==> config.mk <==
export PLATFORM = sky130hd
export DESIGN_NAME = shiftreg_seq_ctrl
export DESIGN_NICKNAME = d
export VERILOG_FILES = /design/src/rtl/shiftreg_seq_ctrl.sv
export SDC_FILE = /design/constraint.sdc
export NUM_CORES = 1
export LEC_CHECK = 0
export BUFFER_PORTS_ARGS = -buffer_cell sky130_fd_sc_hd__buf_4
export CORE_MARGIN = 1.5
export CORE_UTILIZATION = 52
export DETAILED_ROUTE_END_ITERATION = 16
export PLACE_DENSITY_LB_ADDON = 0.08
export SETUP_SLACK_MARGIN = 0.05
export SYNTH_ARGS = -nofsm -noshare
export SYNTH_HDL_FRONTEND = slang
export SYNTH_SLANG_ARGS = --single-unit
==> constraint.sdc <==
create_clock -name clk -period 3.4 [get_ports clk]
set_input_delay 0.68 -clock clk [delete_from_list [all_inputs] [get_ports clk]]
set_output_delay 0.68 -clock clk [all_outputs]
set_load 0.05 [all_outputs]
==> src/rtl/shiftreg_seq_ctrl.sv <==
// Command sequencer for the 8-bit multi-op shift register: expands one accepted
// command into a per-cycle op stream (load, N shift/rotate steps, or preset).
module shiftreg_seq_ctrl #(
    parameter int WIDTH = 8,
    parameter int CNT_W = 4
) (
    input  logic             clk,
    input  logic             rst_n,
    input  logic             cmd_valid,
    output logic             cmd_ready,
    input  logic [1:0]       cmd_mode,
    input  logic [WIDTH-1:0] cmd_data,
    input  logic [CNT_W-1:0] cmd_len,
    input  logic             ser_in,
    input  logic [WIDTH-1:0] sr_q,
    output logic [2:0]       sr_op,
    output logic [WIDTH-1:0] sr_datain,
    output logic             sr_sin,
    output logic             busy,
    output logic             done
);

    typedef enum logic [1:0] {
        ST_IDLE   = 2'd0,
        ST_LOAD   = 2'd1,
        ST_SHIFT  = 2'd2,
        ST_PRESET = 2'd3
    } state_t;

    localparam logic [CNT_W-1:0] CNT_ZERO = {CNT_W{1'b0}};
    localparam logic [CNT_W-1:0] CNT_ONE  = CNT_ZERO + 1'b1;

    state_t           state_r;
    logic [CNT_W-1:0] cnt_r;
    logic [1:0]       mode_r;
    logic [WIDTH-1:0] data_r;
    logic [CNT_W-1:0] len_r;
    logic             done_r;

    logic [2:0]       sr_op_s;
    logic [WIDTH-1:0] sr_datain_s;
    logic             sr_sin_s;
    logic             busy_s;

    // Sequencer state, step counter, latched command and completion pulse
    always_ff @(posedge clk) begin
        if (!rst_n) begin
            state_r <= ST_IDLE;
            cnt_r   <= CNT_ZERO;
            mode_r  <= 2'b00;
            data_r  <= {WIDTH{1'b0}};
            len_r   <= CNT_ZERO;
            done_r  <= 1'b0;
        end else begin
            done_r <= 1'b0;
            case (state_r)
                ST_IDLE: begin
                    if (cmd_valid) begin
                        mode_r <= cmd_mode;
                        data_r <= cmd_data;
                        len_r  <= cmd_len;
                        case (cmd_mode)
                            2'b00, 2'b01: state_r <= ST_LOAD;
                            2'b10: begin
                                // A zero-step rotate completes without leaving IDLE
                                if (cmd_len != CNT_ZERO) begin
                                    state_r <= ST_SHIFT;
                                    cnt_r   <= cmd_len;
                                end else begin
                                    state_r <= ST_IDLE;
                                    done_r  <= 1'b1;
                                end
                            end
                            2'b11:   state_r <= ST_PRESET;
                            default: state_r <= ST_IDLE;
                        endcase
                    end else begin
                        state_r <= ST_IDLE;
                    end
                end
                ST_LOAD: begin
                    if (len_r != CNT_ZERO) begin
                        state_r <= ST_SHIFT;
                        cnt_r   <= len_r;
                    end else begin
                        state_r <= ST_IDLE;
                        done_r  <= 1'b1;
                    end
                end
                ST_SHIFT: begin
                    cnt_r <= cnt_r - CNT_ONE;
                    if (cnt_r == CNT_ONE) begin
                        state_r <= ST_IDLE;
                        done_r  <= 1'b1;
                    end else begin
                        state_r <= ST_SHIFT;
                    end
                end
                ST_PRESET: begin
                    state_r <= ST_IDLE;
                    done_r  <= 1'b1;
                end
                default: state_r <= ST_IDLE;
            endcase
        end
    end

    // Op decode: every non-active cycle reloads sr_q so the register holds its value
    always_comb begin
        sr_op_s     = 3'b110;
        sr_datain_s = sr_q;
        sr_sin_s    = 1'b0;
        busy_s      = 1'b0;
        case (state_r)
            ST_IDLE: begin
                busy_s = 1'b0;
            end
            ST_LOAD: begin
                sr_datain_s = data_r;
                busy_s      = 1'b1;
            end
            ST_SHIFT: begin
                busy_s = 1'b1;
                case (mode_r)
                    2'b00: begin
                        sr_op_s  = 3'b001;
                        sr_sin_s = ser_in;
                    end
                    2'b01:   sr_op_s = 3'b010;
                    2'b10:   sr_op_s = 3'b111;
                    default: sr_op_s = 3'b110;
                endcase
            end
            ST_PRESET: begin
                sr_op_s = 3'b000;
                busy_s  = 1'b1;
            end
            default: begin
                sr_op_s = 3'b110;
                busy_s  = 1'b0;
            end
        endcase
    end

    assign cmd_ready = (state_r == ST_IDLE);
    assign sr_op     = sr_op_s;
    assign sr_datain = sr_datain_s;
    assign sr_sin    = sr_sin_s;
    assign busy      = busy_s;
    assign done      = done_r;

endmodule
Yosys cells after proc, flatten, opt, wreduce, memory -nomap -nowiden --
Index checks and enable logic that the tools add are counted.
Storage, ports and cells: bits in read-only memories 0, latch bits 0, memories 0, output and inout bits 15, bits of input ports 26, register bits after elaboration 21, bits in writable memories 0
Operators by class: order comparisons 0, div/mod/pow operators 0, multiply operators 0, muxes and demuxes 23, bitwise logic cells 0, shifts and indexed selects 0, eq/ne operators 13, add/sub/neg operators 1, reduce and logical (&&, ||, !) cells 10
Operators by type and width (number):
- $mux W4 | 4
- $pmux W4 S3 | 1
- $eq A2 B2 Y1 const B | 5
- $pmux W3 S3 | 1
- $mux W2 | 4
- $mux W8 | 1
- $pmux W2 S4 | 1
- $reduce_bool A4 Y1 | 2
- $mux W1 | 7
- $eq A2 B1 Y1 const B | 3
- $logic_not A2 Y1 | 3
- $pmux W2 S3 | 1
- $pmux W3 S2 | 1
- $reduce_and A5 Y1 | 1
- $eq A4 B1 Y1 const B | 1
- $ne A2 B1 Y1 const B | 2
- $ne A2 B2 Y1 const B | 2
- $pmux W1 S4 | 1
- $sub A4 B1 Y4 const B | 1
- $reduce_bool A3 Y1 | 1
- $reduce_or A3 Y1 | 1
- $pmux W1 S2 | 1
- $reduce_and A2 Y1 | 1
- $reduce_or A2 Y1 | 1

Depth between registers and ports, before layout --
Gate-level depths: netlist of run 1.
depth in word-level cells 5, depth in mapped cells 6

Least setup slack after synthesis of run 1 --
Ideal clock, no wire load.
kind reg2out, start register state_r[0], end output sr_sin, data required time 2.720 ns, stages on the path, launching flop included 6, setup slack 0.561 ns, arrival 2.159 ns, cells stage by stage dfxtp_1 > inv_1 > ha_1 > clkbuf_1 > nor2b_1 > and3_1
Between the ends: longest elaborated chain between the ends 2
Ends and longest elaborated chain:
- start: declaration | line 33 | state_t state_r;
- start signal: assignment | line 48 | state_r <= ST_IDLE;
- start signal: assignment | line 63 | 2'b00, 2'b01: state_r <= ST_LOAD;
- start signal: assignment | line 67 | state_r <= ST_SHIFT;
- $eq A2 B2 Y1 | line 114 | case (state_r)
- $mux W1 | line 114
- end: declaration | line 18 | output logic sr_sin,
No other way between the ends.

Worst setup path after layout of run 1 --
start register state_r[1], end output sr_datain[5]
Between the ends: longest elaborated chain between the ends 2
Ends and longest elaborated chain:
- $eq A2 B1 Y1 | line 114
- $mux W8 | line 114
- end: declaration | line 17 | output logic [WIDTH-1:0] sr_datain,
No other way between the ends.

==> run_results.csv, run 1 <==
group,metric,value,unit
timing,slew_violations,0,
detailed_routing,ant_nets,0,
synth,yosysWarnings,0,
setup_path,crit_buf_inv,2,
flow_run,cap_violations,0,
detailed_routing,route.detailed.drc,0,
layout,n_antenna_cell,0,
timing,fin_crit,2.62,ns
layout,multi_input_area,654,um2
power,p_int,412,uW
die,core,0.00200,mm2
die,die_h,49.7,um
timing,fin_ws,0.780,ns
layout,fillCellCount,177,
setup_path,cp_slowest_stage_delay,0.56,ns
power,fin_total_pwr,668,uW
layout,area_growth,30.0,%
synth,ys_ff_latch,21,
detailed_routing,wire_per_inst,13.2,um
synth,synth_seq_area_share,0.371,
power,p_leak,0.000655,uW
power,power_density,453,mW/mm2
power,vdd_drop_max,0.289,mV
global_routing,antenna_found_initial,0,
setup_path,crit_path_max_fanout,14,
timing,fmax,382,MHz
setup_path,start_kind,"register",
clock_tree,insertion_delay,0.31,ns
min_path,min_path_type,"reg -> reg",
place,port_buffers,40,
detailed_routing,dr.pass1.iters,4,
setup_path,endpoint_kind,"output pin",
setup_path,crit_type,"reg -> out",
setup_path,critPathArrivalTime,1.94,ns
power,p_switching,256,uW
detailed_routing,route.met3.wl,174,um
die,die_x,49.7,um
synth,ys.flop_type,"dfxtp_1",
timing,timing.final.crit_share,0.771,
clock_tree,clk_pin_slew,0.12,ns
detailed_routing,drtIter0Drc,32,
place,placed_cell_area,0.00145,mm2
detailed_routing,drt-met1-wl,1140,um
global_routing,grt_pass1_vias,1059,
detailed_routing,highest_layer,"met4",
timing,finClkSkew,0.00563,ns
clock_tree,post_cts_resized,0,
detailed_routing,dr_wl_met2,1430,um
setup_path,cp_slowest_cell,"ha_1",
die,initial_utilization,0.566,
detailed_routing,num_vias,1142,
clock_tree,cts_sinks,21,
clock_tree,cts-root-buf,"clkbuf_4",
layout,ff_latch_area,420,um2
setup_path,worstPathRequired,2.72,ns
die,die_area,0.00247,mm2
power,switching_share,0.384,
detailed_routing,wl,2750,um
synth,synth-edff-count,0,
synth,postSynth.asyncResetShare,0,
clock_tree,cts_tree,"built",
global_routing,gr-total-overflow,0,
timing,setup_tns,0,ns
die,rows,16,
clock_tree,post-cts-setup-buffer-count,0,
clock_tree,clk_path_buf_depth,2,
timing,worstMarginPinSlew,0.726,ns
power,p_seq_frac,0.428,
status,outcome,"completed",
setup_path,crit_family,"adder cells",
die,ioPinCount,41,
layout,final_cell_area,0.00147,mm2
place,place_congestion,0.888,
global_routing,grt_max_degree,19,
clock_tree,htree_levels,1,
clock_tree,cts_buffers,3,
place,dp_hpwl,2070,um
synth,syn_avg_cell_area,7.98,um2
setup_path,crit_chain,"inv_1 -> ha_1 -> mux2_2 -> buf_4",
power,p_comb_frac,0.387,
clock_tree,ctsHoldBuffers,0,
timing,rsz0062_at_grt,"false",
global_routing,grt_pass1_wl,4600,um
layout,drive_gt1_frac,0.298,
layout,final_nets,215,
place,post-place-ws,1.15,ns
synth,syn-instance-count,142,
global_routing,track_usage,0.239,
synth,syn_nets,175,
timing,finalSetupViolCount,0,
synth,yosys.cell_types.count,29,
timing,maxSlewHeadroom,0.516,
detailed_routing,drt-vias-per-instance,5.49,
synth,synth_area,0.00113,mm2
power,power.share.clock,0.185,
timing,final_hold_viol_count,0,
-- layout by cell type (no fill, tap or decap), drive strengths merged, types with 3 or more instances in the layout --
master,netlist,layout
ha,7,7
nand2,36,36
clkbuf,3,3
nor2,4,4
mux2i,3,3
nor2b,3,3
inv,10,10
dfxtp,21,21
buf,2,40
mux2,8,8
a21oi,20,20
-- worst reg2reg max path, cell delays in order (launching register included) --
cell and delay [ns]:
dfxtp_1 0.35, inv_1 0.11, ha_1 0.56, a21oi_1 0.25
nand2_1 0.22, mux2i_1 0.20
-- routing by layer --
metal / vias up / global-route usage
met5: - / 0
met4: 0 / 0.0694
met3: 2 / 0.0485
met2: 42 / 0.418
met1: 536 / 0.295
li1: 562 / -
-- cell usage after synthesis, types with 2 or more instances --
cell,n,area share
buf_2,2,0.0088
mux2i_1,3,0.026
mux2_2,8,0.079
nor2b_1,3,0.017
o211ai_1,2,0.013
nand3_1,2,0.0088
nor4_1,2,0.011
ha_1,7,0.077
a211oi_1,2,0.013
nand2_1,36,0.12
xor2_1,2,0.015
inv_1,9,0.030
clkbuf_1,3,0.0099
nor2_1,4,0.013
a21oi_1,20,0.088
dfxtp_1,21,0.37
or3_1,2,0.011
a31oi_1,2,0.011
a221oi_1,2,0.015
-- power groups by stage --
stage	sequential [uW]	clock [uW]	combinational, uW
2_1_floorplan	291	0	179
3_3_place_gp	290	0	250
3_5_place_dp	291	0	259
4_1_cts	286	125	259
5_1_grt	289	137	279
6_report	286	124	258
-- final cells by class --
class / instances / share of cell area
Multi-Input combinational cell: 106 / 0.444
Sequential cell: 21 / 0.285
Timing Repair Buffer: 40 / 0.204
Inverter: 10 / 0.0255
Tap cell: 27 / 0.0229
Clock buffer: 3 / 0.0153
Clock inverter: 1 / 0.00340
-- sequential cells by signal, summed over array words and instances, names as in the netlist --
signal	count
cnt_r	4
mode_r	2
len_r	4
data_r	8
done	1
state_r	2
-- worst paths after layout --
| check | slack (ns) | depth (start not counted) | end | start |
|---|---|---|---|---|
| setup / recovery | 0.78 | 4 | sr_datain[5] | state_r[1] |
| hold / removal | 0.46 | 2 | data_r[2] | data_r[2] |
| setup reg to reg | 1.64 | 5 | cnt_r[1] | state_r[1] |
| hold reg to reg | 0.46 | 2 | data_r[2] | data_r[2] |
-- cells by family after synthesis --
family | Yosys count | synth area share
xor+xnor | 2 | 0.0155
flops | 21 | 0.371
mux | 11 | 0.106
buf+inv | 15 | 0.0519
fa+ha+maj | 7 | 0.0773
simple gates | 54 | 0.212
compound gates | 32 | 0.167
-- per-stage QoR --
stage               hold WS [ns]  std cells   util
finish                     0.464        208  0.736
global route               0.497        208  0.736
CTS                        0.465        208  0.736
detailed placement         0.447        204  0.723
global placement           0.439        204  0.723
floorplan                  0.433        142      -
Power figures use the tool's default switching activity.
==> run 2, diff against run 1 <==
--- a/config.mk
+++ b/config.mk
@@ -6,8 +6,9 @@
 export NUM_CORES = 1
 export LEC_CHECK = 0
 export BUFFER_PORTS_ARGS = -buffer_cell sky130_fd_sc_hd__buf_4
+export CORE_ASPECT_RATIO = 1.75
 export CORE_MARGIN = 1.5
-export CORE_UTILIZATION = 52
+export CORE_UTILIZATION = 48
 export DETAILED_ROUTE_END_ITERATION = 16
 export PLACE_DENSITY_LB_ADDON = 0.08
 export SETUP_SLACK_MARGIN = 0.05
==> constraint.sdc (replaced) <==
create_clock -name clk -period 2.6 [get_ports clk]
set_input_delay 0.52 -clock clk [delete_from_list [all_inputs] [get_ports clk]]
set_output_delay 0.52 -clock clk [all_outputs]
set_load 0.05 [all_outputs]
==> run_results.csv, run 2 (synthesis results as in run 1) <==
group,metric,value,unit
status,outcome,"completed",
clock_tree,post-cts-setup-buffer-count,0,
detailed_routing,drt-vias-per-instance,5.23,
setup_path,timing.rr.start,"state_r[1]",
detailed_routing,num_vias,1078,
timing,slew_violations,0,
min_path,min_path_type,"reg -> reg",
layout,top_regs,"data_r (8), cnt_r (4), len_r (4)",
clock_tree,cts_buffers,3,
setup_path,critPathArrivalTime,1.85,ns
setup_path,worst-r2r-cell-count,5,
clock_tree,htree_levels,1,
die,initial_utilization,0.499,
die,rows,23,
detailed_routing,route.detailed.drc,0,
timing,worstMarginPinSlew,0.692,ns
clock_tree,clk_pin_slew,0.07,ns
timing,final_hold_viol_count,0,
layout,mostFrequentLayoutCell,"buf_4",
setup_path,crit_buf_inv,2,
layout,mostFrequentLayoutCells,"buf_4, nand2_1, dfxtp_1",
die,die_area,0.00267,mm2
clock_tree,cts_tree,"built",
die,die_h,67.3,um
power,power_density,619,mW/mm2
detailed_routing,drtIter0Drc,28,
min_path,holdPathStages,2,
place,port_buffers,40,
global_routing,grt_max_degree,19,
global_routing,gr-total-overflow,0,
power,p_leak,0.000660,uW
timing,setup_tns,0,ns
setup_path,r2r_end,"cnt_r[2]",
clock_tree,clk_path_buf_depth,2,
place,place_congestion,0.769,
detailed_routing,drt-met1-wl,994,um
detailed_routing,ant_nets,0,
timing,fin_ws,0.228,ns
clock_tree,cts-root-buf,"clkbuf_8",
power,vdd_drop_max,0.391,mV
setup_path,crit_path_max_fanout,14,
setup_path,crit_chain,"inv_1 -> ha_1 -> mux2_2 -> buf_4",
detailed_routing,dr.pass1.iters,4,
layout,largest_register_ffs,8,
die,core,0.00227,mm2
timing,fmax,422,MHz
timing,fin_crit,2.37,ns
die,die_x,39.7,um
clock_tree,insertion_delay,0.26,ns
timing,timing.final.crit_share,0.912,
place,dp_hpwl,2070,um
layout,n_antenna_cell,0,
detailed_routing,route.met3.wl,81,um
timing,finalSetupViolCount,0,
timing,finClkSkew,0.00147,ns
layout,final_nets,215,
layout,top_register,"data_r",
global_routing,antenna_found_initial,0,
global_routing,grt_pass1_vias,1037,
global_routing,track_usage,0.222,
place,post-place-ws,0.507,ns
layout,fillCellCount,213,
detailed_routing,highest_layer,"met4",
layout,ff_latch_area,420,um2
timing,rsz0062_at_grt,"false",
detailed_routing,dr_wl_met2,1530,um
min_path,hold_path.startpoint,"data_r[0]",
setup_path,cp_slowest_stage_delay,0.56,ns
setup_path,worstPathRequired,2.08,ns
setup_path,cp_slowest_cell,"ha_1",
setup_path,rrSetupSlack,0.86,ns
detailed_routing,wl,2670,um
die,ioPinCount,41,
global_routing,grt_pass1_wl,4110,um
timing,maxSlewHeadroom,0.538,
clock_tree,ctsHoldBuffers,0,
setup_path,crit_type,"reg -> out",
layout,area_growth,31.6,%
setup_path,endpoint_kind,"output pin",
setup_path,crit_family,"adder cells",
flow_run,cap_violations,0,
detailed_routing,wire_per_inst,13.0,um
clock_tree,cts_sinks,21,
clock_tree,post_cts_resized,0,
layout,drive_gt1_frac,0.298,
setup_path,start_kind,"register",
min_path,min_to,"data_r[0]",
layout,multi_input_area,657,um2
[run 2: changes by cell type in the layout (fill, tap and decap cells not counted)]
cell | previous run | this run
clkbuf_4 | 3 | 0
nor2b_2 | 0 | 1
clkinv_2 | 1 | 0
clkbuf_8 | 0 | 3
nor2b_1 | 3 | 2
clkbuf_1 | 0 | 1
[run 2: cell type report]
| cell class | count | share of cell area |
|---|---|---|
| clock buffer | 4 | 0.0302 |
| inverter | 10 | 0.0252 |
| multi-input combinational | 106 | 0.440 |
| sequential | 21 | 0.282 |
| tap | 25 | 0.0210 |
| timing repair buffer | 40 | 0.201 |
[run 2: power breakdown]
group,total (uW),switching [uW],internal (uW)
Combinational,336,207,129
Clock,213,104,109
Sequential,374,21.7,352
[run 2: how the worst max path moves through the flow]
stage	start	to	slack [ns]	depth (start not counted)
global placement	state_r[1]	sr_datain[4]	0.57	4
detailed placement	state_r[1]	sr_datain[3]	0.51	4
CTS	state_r[1]	sr_datain[3]	0.21	4
finish	state_r[1]	sr_datain[3]	0.23	4
floorplan	state_r[0]	sr_sin	0.21	5
global route	state_r[1]	sr_datain[0]	0.14	4
[run 2: routing by layer]
layer | vias to the layer above | track usage
li1 | 563 | -
met1 | 481 | 0.191
met2 | 28 | 0.447
met3 | 6 | 0.0230
met4 | 0 | 0.116
met5 | - | 0
[run 2: through the flow]
stage	utilization	hold slack (ns)	power [uW]	std cells	instance area, um2
after floorplan	-	0.433	615	142	1140
after detailed placement	0.636	0.447	717	202	1450
final	0.656	0.456	923	206	1490
after global placement	0.636	0.440	712	202	1450
after CTS	0.656	0.457	926	206	1490
after global routing	0.656	0.473	973	206	1490
[run 2: worst min-delay path, stage by stage, from the launching register on]
cell	delay [ns]
dfxtp_1	0.31
nand2_1	0.05
a21oi_1	0.05
==> run 3, diff against run 2 <==
--- a/config.mk
+++ b/config.mk
@@ -6,11 +6,14 @@
 export NUM_CORES = 1
 export LEC_CHECK = 0
 export BUFFER_PORTS_ARGS = -buffer_cell sky130_fd_sc_hd__buf_4
+export CELL_PAD_IN_SITES_DETAIL_PLACEMENT = 1
+export CELL_PAD_IN_SITES_GLOBAL_PLACEMENT = 1
 export CORE_ASPECT_RATIO = 1.75
 export CORE_MARGIN = 1.5
-export CORE_UTILIZATION = 48
+export CORE_UTILIZATION = 34
 export DETAILED_ROUTE_END_ITERATION = 16
 export PLACE_DENSITY_LB_ADDON = 0.08
+export REMOVE_ABC_BUFFERS = 1
 export SETUP_SLACK_MARGIN = 0.05
 export SYNTH_ARGS = -nofsm -noshare
 export SYNTH_HDL_FRONTEND = slang
==> run_results.csv, run 3 (synthesis results as in run 1) <==
group,metric,value,unit
layout,largest_register_ffs,8,
global_routing,antenna_found_initial,0,
clock_tree,clk_path_buf_depth,2,
place,port_buffers,40,
place,place_congestion,0.769,
clock_tree,post-cts-setup-buffer-count,0,
clock_tree,clk_pin_slew,0.08,ns
timing,slew_violations,0,
die,die_h,79.4,um
layout,fillCellCount,425,
power,vdd_drop_max,0.306,mV
layout,drive_gt1_frac,0.293,
timing,rsz0062_at_grt,"false",
detailed_routing,ant_nets,0,
detailed_routing,wire_per_inst,14.3,um
timing,finClkSkew,0.00144,ns
setup_path,crit_path_max_fanout,14,
place,post-place-ws,0.498,ns
power,p_leak,0.000660,uW
detailed_routing,drtIter0Drc,6,
place,dp_hpwl,2480,um
detailed_routing,dr.pass1.iters,3,
layout,n_antenna_cell,0,
min_path,hold_path.startpoint,"data_r[4]",
power,power_density,619,mW/mm2
clock_tree,cts_tree,"built",
clock_tree,insertion_delay,0.26,ns
die,die_x,46.7,um
clock_tree,cts-root-buf,"clkbuf_8",
clock_tree,htree_levels,1,
die,rows,27,
global_routing,gr-total-overflow,0,
global_routing,track_usage,0.198,
setup_path,cp-startpoint,"state_r[1]",
global_routing,grt_pass1_vias,1231,
die,ioPinCount,41,
timing,fmax,419,MHz
detailed_routing,route.detailed.drc,0,
die,initial_utilization,0.357,
timing,worstMarginPinSlew,0.774,ns
setup_path,timing.rr.start,"state_r[1]",
layout,mostFrequentLayoutCells,"buf_4, nand2_1, dfxtp_1",
layout,mostFrequentLayoutCell,"buf_4",
timing,whs,0.462,ns
timing,fin_ws,0.213,ns
timing,timing.final.crit_share,0.918,
timing,setup_tns,0,ns
global_routing,grt_pass1_wl,5440,um
layout,final_nets,215,
layout,top_regs,"data_r (8), cnt_r (4), len_r (4)",
timing,maxSlewHeadroom,0.484,
clock_tree,cts_buffers,3,
timing,finalSetupViolCount,0,
clock_tree,ctsHoldBuffers,0,
flow_run,cap_violations,0,
timing,final_hold_viol_count,0,
global_routing,grt_max_degree,19,
status,outcome,"completed",
layout,area_growth,33.3,%
die,core,0.00318,mm2
detailed_routing,num_vias,1142,
detailed_routing,wl,3200,um
setup_path,critPathArrivalTime,1.87,ns
setup_path,start_kind,"register",
clock_tree,cts_sinks,21,
setup_path,crit_type,"reg -> out",
layout,top_register,"data_r",
setup_path,endpoint_kind,"output pin",
timing,fin_crit,2.39,ns
die,die_area,0.00370,mm2
min_path,min_path_type,"reg -> reg",
clock_tree,post_cts_resized,0,
setup_path,worstPathRequired,2.08,ns
setup_path,rrSetupSlack,0.85,ns
detailed_routing,drt-vias-per-instance,5.10,
run 3: cell counts in the layout (fill, tap and decap cells not counted):
Identical to the previous run, type by type.
run 3: path summary, 6_finish.rpt:
path	depth (start not counted)	endpoint
min	2	data_r[4]
max reg2reg	5	cnt_r[1]
min reg2reg	2	data_r[4]
max	4	sr_datain[0]
run 3: routing by layer:
metal / track usage / routed length, um
met1: 0.213 / 1210
met2: 0.363 / 1820
met3: 0.0249 / 106
met4: 0.0833 / 64
met5: 0 / 0
run 3: power breakdown:
group / leakage, uW / switching [uW] / internal, uW
Sequential: 0.000173 / 21.4 / 352
Clock: 0.0000228 / 110 / 109
Combinational: 0.000464 / 215 / 129
run 3: cell type report:
type / instances / area (um2) / area share
Multi-Input combinational cell: 106 / 654 / 0.433
Sequential cell: 21 / 420 / 0.278
Timing Repair Buffer: 40 / 300 / 0.199
Tap cell: 43 / 53.8 / 0.0356
Clock buffer: 4 / 45.0 / 0.0298
Inverter: 10 / 37.5 / 0.0248
run 3: worst max-delay path, stage by stage (launching register included):
cell and delay (ns):
dfxtp_1 0.34, inv_1 0.11, ha_1 0.56, mux2_2 0.41, buf_4 0.19
run 3: stage by stage:
step,total power (uW),utilization,cells,instance area [um2]
floorplan,611,-,137,1110
global placement,718,0.462,220,1470
detailed placement,727,0.462,220,1470
CTS,949,0.476,224,1510
global route,994,0.476,224,1510
finish,936,0.476,224,1510
